==> src/rtl/mem_port_arbiter.sv <==
// Two-master req/gnt/ack arbiter in front of a single-port synchronous RAM.
// Round-robin by default; define ARB_FIXED_PRIO_EN to make req0 always win ties.
module mem_port_arbiter #(
  parameter int AW      = 9,
  parameter int DW      = 9,
  parameter int MEM_LAT = 1
) (
  input  logic          clk,
  input  logic          reset,
  input  logic          req0,
  input  logic          req1,
  input  logic          we0,
  input  logic          we1,
  input  logic [AW-1:0] addr0,
  input  logic [AW-1:0] addr1,
  input  logic [DW-1:0] wdata0,
  input  logic [DW-1:0] wdata1,
  output logic          gnt0,
  output logic          gnt1,
  output logic          ack0,
  output logic          ack1,
  output logic [DW-1:0] rdata,
  output logic [AW-1:0] mem_addr,
  output logic [DW-1:0] mem_wdata,
  output logic          mem_we,
  input  logic [DW-1:0] mem_rdata,
  output logic          busy
);
  localparam int CW = $clog2(MEM_LAT + 2);

  // state  | meaning
  // IDLE   | no access; arbitrates on every edge with a request pending
  // ACCESS | RAM cycle in progress, lasts MEM_LAT+1 cycles
  // ACK    | one-cycle ack pulse; grant still held, no arbitration
  typedef enum logic [1:0] {IDLE, ACCESS, ACK} state_t;

  state_t        state, state_d;
  logic [CW-1:0] cnt, cnt_d;
  logic          sel, sel_d;
  logic          we_q, we_q_d;
  logic          win;
  logic          gnt0_d, gnt1_d, ack0_d, ack1_d, mem_we_d;
  logic [DW-1:0] rdata_d, wdata_d;
  logic [AW-1:0] addr_d;

`ifdef ARB_FIXED_PRIO_EN
  assign win = ~req0;
`else
  logic prio1;  // 1: requester 1 wins the next tie

  assign win = req1 & (~req0 | prio1);

  always_ff @(posedge clk or negedge reset) begin
    if (!reset)
      prio1 <= 1'b0;
    else if (state == IDLE && (req0 || req1))
      prio1 <= ~win;
  end
`endif

  assign busy = (state != IDLE);

  always_comb begin
    state_d  = state;
    cnt_d    = cnt;
    sel_d    = sel;
    we_q_d   = we_q;
    gnt0_d   = gnt0;
    gnt1_d   = gnt1;
    ack0_d   = 1'b0;
    ack1_d   = 1'b0;
    mem_we_d = 1'b0;
    rdata_d  = rdata;
    addr_d   = mem_addr;
    wdata_d  = mem_wdata;
    case (state)
      IDLE: begin
        if (req0 || req1) begin
          state_d  = ACCESS;
          cnt_d    = CW'(MEM_LAT);
          sel_d    = win;
          we_q_d   = win ? we1 : we0;
          mem_we_d = win ? we1 : we0;
          gnt0_d   = ~win;
          gnt1_d   = win;
          addr_d   = win ? addr1 : addr0;
          wdata_d  = win ? wdata1 : wdata0;
        end
      end
      ACCESS: begin
        if (cnt == '0) begin
          state_d = ACK;
          ack0_d  = ~sel;
          ack1_d  = sel;
          if (!we_q)
            rdata_d = mem_rdata;
        end else begin
          cnt_d = cnt - CW'(1);
        end
      end
      ACK: begin
        state_d = IDLE;
        gnt0_d  = 1'b0;
        gnt1_d  = 1'b0;
        addr_d  = '0;
      end
      default: state_d = IDLE;
    endcase
  end

  always_ff @(posedge clk or negedge reset) begin
    if (!reset) begin
      state     <= IDLE;
      cnt       <= '0;
      sel       <= 1'b0;
      we_q      <= 1'b0;
      gnt0      <= 1'b0;
      gnt1      <= 1'b0;
      ack0      <= 1'b0;
      ack1      <= 1'b0;
      mem_we    <= 1'b0;
      rdata     <= '0;
      mem_addr  <= '0;
      mem_wdata <= '0;
    end else begin
      state     <= state_d;
      cnt       <= cnt_d;
      sel       <= sel_d;
      we_q      <= we_q_d;
      gnt0      <= gnt0_d;
      gnt1      <= gnt1_d;
      ack0      <= ack0_d;
      ack1      <= ack1_d;
      mem_we    <= mem_we_d;
      rdata     <= rdata_d;
      mem_addr  <= addr_d;
      mem_wdata <= wdata_d;
    end
  end
endmodule
==> config.mk <==
export PLATFORM = sky130hd
export DESIGN_NAME = mem_port_arbiter
export DESIGN_NICKNAME = d
export VERILOG_FILES = /design/src/rtl/mem_port_arbiter.sv
export SDC_FILE = /design/constraint.sdc
export NUM_CORES = 1
export LEC_CHECK = 0
export BUFFER_PORTS_ARGS = -buffer_cell sky130_fd_sc_hd__buf_2
export CAP_MARGIN = 20
export CELL_PAD_IN_SITES_DETAIL_PLACEMENT = 1
export CELL_PAD_IN_SITES_GLOBAL_PLACEMENT = 2
export CORE_ASPECT_RATIO = 1.1
export CORE_UTILIZATION = 24
export CTS_CLUSTER_DIAMETER = 60
export CTS_CLUSTER_SIZE = 40
export DETAILED_ROUTE_END_ITERATION = 8
export HOLD_SLACK_MARGIN = 0.1
export PLACE_DENSITY_LB_ADDON = 0.2
export SYNTH_ARGS = -nofsm -noshare
export SYNTH_HDL_FRONTEND = slang
export SYNTH_SLANG_ARGS = --single-unit
export TNS_END_PERCENT = 10
==> constraint.sdc <==
create_clock -name clk -period 1.51 [get_ports clk]
set_input_delay 0.151 -clock clk [delete_from_list [all_inputs] [get_ports clk]]
set_output_delay 0.151 -clock clk [all_outputs]
set_load 0.005 [all_outputs]
After elaboration in Yosys (flattened, before gate mapping):

Index checks and enable logic that the tools add are counted.

* add/subtract/negate cells: 1
* equal/unequal tests: 5
* muxes and demuxes: 20
* bitwise logic cells: 6
* reduce and logical (&&, ||, !) cells: 12

Operator list (number)
* $mux 9: 3
* $pmux 9 s2: 1
* $mux 1: 9
* $pmux 2 s2: 2
* $mux 2: 3
* $reduce_and 2->1: 3
* $reduce_and 3->1: 2
* $reduce_bool 2->1: 3
* $logic_not 2->1: 2
* $ne 2x2->1 const B: 2
* $not 1->1: 4
* $pmux 1 s2: 2
* $eq 2x1->1 const B: 1
* $eq 2x2->1 const B: 1
* $ne 2x1->1 const B: 1
* $sub 2x1->2 const B: 1
* $and 1x1->1: 1
* $logic_and 1x1->1: 1
* $logic_or 1x1->1: 1
* $or 1x1->1: 1

* register bits after elaboration: 39
* input port bits: 51
* output and inout bits: 33
* logic and storage cells: 57

Depth between registers and ports, before layout:

Gate-level depths: netlist of run 1.

* depth in word-level cells: 6
* gate-level depth with buffers: 5
* gate-level depth less buffers: 5

Worst setup path after synthesis of run 1:

No wires, ideal clock.

* path kind: flip-flop to flip-flop
* from: reg cnt[0]
* to: reg rdata[0]
* setup time: 125 ps
* arrival time: 1294 ps
* slack: 91 ps
* stages on the path, launching flop included: 6
* buffers on the path: 0
* clock period less this slack: 1419 ps
* path through: dfrtp_1 > inv_1 > ha_1 > nand3b_1 > nor2_4 > mux2_2

* word-level cells in the longest chain between the ends: 2

Ends and longest elaborated chain
* from (decl): RTL line 38 `logic [CW-1:0] cnt, cnt_d;`
* from (signal assigned): RTL line 127 `cnt <= cnt_d;`
* $logic_not 2->1: RTL line 91 `if (cnt == '0) begin`
* $reduce_and 3->1 (no source line)
* to (signal assigned): RTL line 135 `rdata <= rdata_d;`
* to (decl): RTL line 22 `output logic [DW-1:0] rdata,`

No other way between the ends.
A chain may end at the register's enable or synchronous reset.

Worst setup path after layout of run 1:

* from: reg cnt[1]
* to: reg rdata[0]

The elaborated chain is that of the path after synthesis.

==> results of run 1 <==
[cells in the mapped netlist, types with 2 or more instances]
cell / count
and3_1: 19
a21o_1: 2
clkbuf_1: 3
nand2_1: 3
buf_2: 3
inv_1: 5
nor2_1: 3
o21ai_0: 2
nand2b_1: 2
a221o_1: 19
mux2_2: 9
dfrtp_1: 39
buf_6: 2
[registers in the layout, indices dropped and copies added, names as in the netlist]
register and cells:
mem_addr 9, mem_wdata 9, rdata 9, cnt 2, state 2, ack0 1
ack1 1, gnt0 1, gnt1 1, mem_we 1, prio1 1, sel 1
we_q 1
[timing repair]
action | 4_1_cts | 5_1_grt
gates cloned | 0 | 1
gates resized for setup | 1 | 9
endpoints found under the setup margin | 10 | 12
hold endpoints to repair | 41 | 2
hold buffers | 25 | 2
setup buffers | 0 | 1
pin swaps | 0 | 2
[final cells by class]
cell class,count,share of cell area
clock buffers,6,0.0314
clock inverters,2,0.0133
inverters,5,0.00714
multi-input cells,76,0.244
flip-flops and latches,39,0.371
well taps,82,0.0390
repair buffers,120,0.294
[how the worst min path moves through the flow]
| stage | slack (ps) | depth (start not counted) | end |
|---|---|---|---|
| 6_report | 110 | 2 | mem_wdata[0]$_DFFE_PN0P_ |
| 5_1_grt | 110 | 2 | mem_wdata[0]$_DFFE_PN0P_ |
| 4_1_cts | 100 | 2 | mem_wdata[2]$_DFFE_PN0P_ |
| 3_3_place_gp | 100 | 1 | mem_wdata[4]$_DFFE_PN0P_ |
| 3_5_place_dp | 110 | 1 | mem_wdata[4]$_DFFE_PN0P_ |
| 2_1_floorplan | -140 | 0 | ack0$_DFF_PN0_ |
[through the flow]
| stage | worst slack, ps | total power (µW) |
|---|---|---|
| finish | -67.8 | 4840 |
| global route | -135 | 5240 |
| floorplan | 91.2 | 2910 |
| CTS | -56.6 | 4770 |
| detailed placement | -55.9 | 3780 |
| global placement | 45.3 | 3700 |
[layer usage]
metal	up-vias	GRT usage	part of all wire
met4	0	0.0519	0.013
li1	715	-	-
met1	671	0.163	0.41
met2	65	0.267	0.51
met3	8	0.0423	0.061
met5	-	0	0
[kinds of logic after synthesis]
group	count (synthesis)	synth area share
compound gates	27	0.149
fa+ha+maj	1	0.00761
buf+inv	13	0.0411
simple gates	37	0.140
flops	39	0.594
mux	10	0.0678
[power groups by stage]
stage | logic [µW] | registers, µW | clock network, µW
finish | 2090 | 1850 | 896
global route | 2330 | 1920 | 984
CTS | 1990 | 1840 | 932
detailed placement | 1940 | 1840 | 0
global placement | 1860 | 1840 | 0
floorplan | 1060 | 1850 | 0
==> impl_metrics.csv, run 1 <==
group,metric,value,unit
floorplan,io_pins,84,
status,violations,"setup timing",
critical_path,worstPathRequired,1680,ps
pwr,p_comb_frac,0.432,
layout,num_antenna_cells,0,
clock_network,numClockSinks,39,
floorplan,start_util,0.249,
critical_path,ff2ff_setup_slack,-70,ps
layout,final_area,2630,µm²
layout,fin_cells,330,
clock_network,htreeDepth,2,
hold_path,hold_path_class,"primary input to flop",
critical_path,path_delay_family,"simple AND/OR/NAND/NOR gates",
timing,fin_skew,5.20,ps
critical_path,startpoint,"cnt[1]$_DFFE_PN0P_",
yosys,synthCells,127,
layout,multi_input_area,642,µm²
critical_path,r2r_start,"cnt[1]$_DFFE_PN0P_",
critical_path,regToRegEndpoint,"rdata[0]$_DFFE_PN0P_",
timing,fin_crit_sh,1.04,
layout,fin_util,0.399,
yosys,seq_area_frac_synth,0.594,
pwr,p_int,3250,µW
run,max_cap_viol_count,0,
global_route,grt_pass1_wl,7730,µm
floorplan,core_area,6590,µm²
layout,fill_cells,746,
timing,whs,108,ps
route,ant_nets,0,
pwr,seqPwrFrac,0.383,
global_route,grt_usage,0.148,
global_route,antenna_found_initial,0,
critical_path,cp.arrival,1750,ps
clock_network,clk_pin_slew_worst_paths,70,ps
route,dr.first_iter.drc_count,43,
clock_network,clk_latency,290,ps
critical_path,crit_cells,5,
global_route,grt_pass1_vias,1655,
critical_path,slowest_stage,"dfrtp_1",
timing,slew-limit-headroom,0.732,
hold_path,min_from,"wdata1[0]",
yosys,ys_top_cells_by_area,"dfrtp_1 59%, a221o_1 12%, and3_1 7.2%",
floorplan,die_h,88.8,µm
yosys,ys_types,29,
yosys,synth.top_cell.area_share,0.594,
timing,fmax,634,MHz
layout,final_layout_size_suffix_gt1_frac,0.480,
yosys,synth_ff_type,"dfrtp_1",
floorplan,num_rows,31,
placed_design,post-place-cells,293,
pwr,peakVddDrop,0.000582,V
critical_path,startpoint_type,"flop",
yosys,ys_ff_latch,39,
pwr,switching_share,0.329,
pwr,clockPowerShare,0.185,
route,vias_per_cell,4.42,
critical_path,critPathKind,"flop to flop",
timing,layout_min_cycle_time,1580,ps
global_route,grt_max_degree,24,
placed_design,dp_hpwl,3490,µm
global_route,grt_overflow,0,
clock_network,clockBufferDepth,2,
route,wl_per_cell,14.9,µm
yosys,yosysTopAreaCell,"dfrtp_1",
timing,setup_slack,-67.8,ps
timing,tns,-317,ps
yosys,synth_edf_count,0,
floorplan,die_w,80.9,µm
layout,area_growth,60.1,%
clock_network,numCtsBuffers,5,
yosys,async_reset_ff_frac,1.00,
pwr,leakage,0.00139,µW
layout,final_common_cell,"buf_2",
status,status,"complete, but fails checks",
route,wl,4920,µm
timing,setup_viol,5,
placed_design,globalplace.congestion,0.664,
yosys,syn_area,1640,µm²
placed_design,place_area,2190,µm²
timing,drv_slew,0,
clock_network,root_buffer,"clkbuf_8",
pwr,total_switching_power,1590,µW
critical_path,crit_path_end,"rdata[0]$_DFFE_PN0P_",
critical_path,critPathBufInv,1,
critical_path,end_kind,"flop",
critical_path,crit_chain,"inv_2 -> ha_4 -> nand3b_1 -> nor2_4 -> mux2_4",
timing,worst-slew-pin-transition,402,ps
critical_path,max_stage_delay,390,ps
route,drc_errors,0,
floorplan,die-area,7180,µm²
placed_design,portBuffers,83,
layout,regArea,976,µm²
critical_path,path_max_fanout,5,
route,vias,1459,
yosys,synth_area_per_cell,12.9,µm²
layout,fin_nets,299,
layout,final_cell_mix,"83 x buf_2, 39 x dfrtp_1, 27 x dlygate4sd3_1",
critical_path,reg2regPathDepth,5,
clock_network,cts_tree,"built",
timing,hold_violations,0,
route,firstDrtPassIters,4,
yosys,synth_nets,179,
timing,rsz0062_at_grt,"yes",
pwr,power_density,1840,nW/µm²
yosys,ys_warn_count,0,
(Power assumes the default switching activity.)
==> run 2: changes to the inputs <==
CTS_CLUSTER_SIZE = 24   (was 40)
RECOVER_POWER = 50   (was unset)
==> impl_metrics.csv, run 2 (synthesis results as in run 1) <==
group,metric,value,unit
pwr,peakVddDrop,0.000582,V
pwr,power_density,1850,nW/µm²
floorplan,io_pins,84,
status,violations,"setup timing",
timing,hold_violations,0,
route,firstDrtPassIters,3,
floorplan,num_rows,31,
global_route,grt_usage,0.148,
clock_network,htreeDepth,2,
clock_network,numClockSinks,39,
clock_network,clk_latency,290,ps
clock_network,clockBufferDepth,2,
pwr,total_power,4820,µW
global_route,antenna_found_initial,0,
floorplan,core_area,6590,µm²
timing,rsz0062_at_grt,"yes",
timing,drv_slew,0,
placed_design,globalplace.congestion,0.664,
placed_design,dp_hpwl,3490,µm
layout,final_area,2610,µm²
route,ant_nets,0,
clock_network,clk_pin_slew_worst_paths,70,ps
layout,fin_nets,299,
layout,multi_input_area,642,µm²
global_route,grt_pass1_vias,1655,
critical_path,r2r_start,"cnt[1]$_DFFE_PN0P_",
status,status,"complete, but fails checks",
run,max_cap_viol_count,0,
clock_network,cts_tree,"built",
timing,fin_skew,5.05,ps
route,dr.first_iter.drc_count,43,
timing,worst-slew-pin-transition,884,ps
layout,regArea,976,µm²
route,wl_per_cell,14.9,µm
route,wl,4920,µm
hold_path,hold_path_class,"primary input to flop",
layout,final_layout_size_suffix_gt1_frac,0.456,
timing,setup_slack,-71.9,ps
layout,final_cell_mix,"77 x buf_2, 39 x dfrtp_1, 27 x dlygate4sd3_1",
critical_path,critPathKind,"flop to flop",
hold_path,hold_depth,2,
timing,tns,-335,ps
layout,final_common_cell,"buf_2",
clock_network,root_buffer,"clkbuf_8",
critical_path,startpoint_type,"flop",
timing,setup_viol,5,
critical_path,cp.arrival,1760,ps
timing,fmax,632,MHz
timing,slew-limit-headroom,0.411,
layout,num_antenna_cells,0,
placed_design,portBuffers,83,
critical_path,ff2ff_setup_slack,-70,ps
pwr,leakage,0.00137,µW
layout,fill_cells,752,
global_route,grt_pass1_wl,7730,µm
placed_design,place_area,2190,µm²
critical_path,reg2regPathDepth,5,
floorplan,die_w,80.9,µm
floorplan,die-area,7180,µm²
hold_path,min_from,"wdata1[0]",
route,vias,1458,
global_route,grt_overflow,0,
floorplan,die_h,88.8,µm
critical_path,worstPathRequired,1680,ps
critical_path,path_max_fanout,5,
hold_path,hold_path_end,"mem_wdata[0]$_DFFE_PN0P_",
layout,reg_top3,"mem_addr: 9 flops, mem_wdata: 9 flops, rdata: 9 flops",
timing,layout_min_cycle_time,1580,ps
layout,area_growth,58.9,%
route,vias_per_cell,4.42,
global_route,grt_max_degree,24,
clock_network,numCtsBuffers,5,
route,drc_errors,0,
timing,fin_crit_sh,1.05,
floorplan,start_util,0.249,
critical_path,regToRegEndpoint,"rdata[1]$_DFFE_PN0P_",
critical_path,end_kind,"flop",
[run 2: changes by cell type in the layout (fill, tap and decap cells not counted)]
cell / change
buf_2: -6
clkbuf_1: +6
buf_12: -1
buf_4: +1
[run 2: per-stage QoR]
step	cells	util	setup WS [ps]	hold WS, ps
floorplan	127	-	91.2	-145
global placement	293	0.332	45.3	104
detailed placement	293	0.332	-55.9	110
CTS	326	0.389	-56.6	100
global route	330	0.396	-135	112
finish	330	0.396	-71.9	108
[run 2: power by group]
group	internal [µW]	switching, µW	leakage [µW]
Clock	535	361	0.0000612
Combinational	1150	918	0.000822
Sequential	1540	314	0.000482
[run 2: worst max path at each step]
stage                           endpoint                from  slack, ps  cells past startpoint
floorplan           rdata[0]$_DFFE_PN0P_  cnt[0]$_DFFE_PN0P_         90                      5
global placement    rdata[8]$_DFFE_PN0P_  cnt[0]$_DFFE_PN0P_         50                      5
detailed placement  rdata[0]$_DFFE_PN0P_  cnt[0]$_DFFE_PN0P_        -60                      5
CTS                 rdata[0]$_DFFE_PN0P_  cnt[0]$_DFFE_PN0P_        -60                      5
global route        rdata[4]$_DFFE_PN0P_  cnt[1]$_DFFE_PN0P_       -140                      5
finish              rdata[1]$_DFFE_PN0P_  cnt[1]$_DFFE_PN0P_        -70                      5
[run 2: cell type report]
class	instances	area share
Clock buffer	6	0.0316
Sequential cell	39	0.374
Multi-Input combinational cell	76	0.246
Clock inverter	2	0.0134
Inverter	5	0.00719
Timing Repair Buffer	120	0.289
Tap cell	82	0.0393
[run 2: worst max-delay path: stages (launching register included)]
cell and delay (ps):
dfrtp_1 390, inv_2 70, ha_4 130, nand3b_1 220, nor2_4 320, mux2_4 330
[run 2: what timing repair did]
action / in CTS / in global routing
hold buffers: 25 / 2
endpoints found under the hold margin: 41 / 2
endpoints found under the setup margin: 10 / 12
resized for setup: 1 / 9
setup buffers: 0 / 1
cloned: 0 / 1
pin swaps: 0 / 2
[run 2: routing by layer]
metal  vias up  global-route usage  part of all wire  wire length (µm)
li1        715                   -                 -                 -
met1       670               0.163              0.41              2020
met2        65               0.267              0.51              2520
met3         8              0.0423             0.064               315
met4         0              0.0519             0.013                65
met5         -                   0                 0                 0
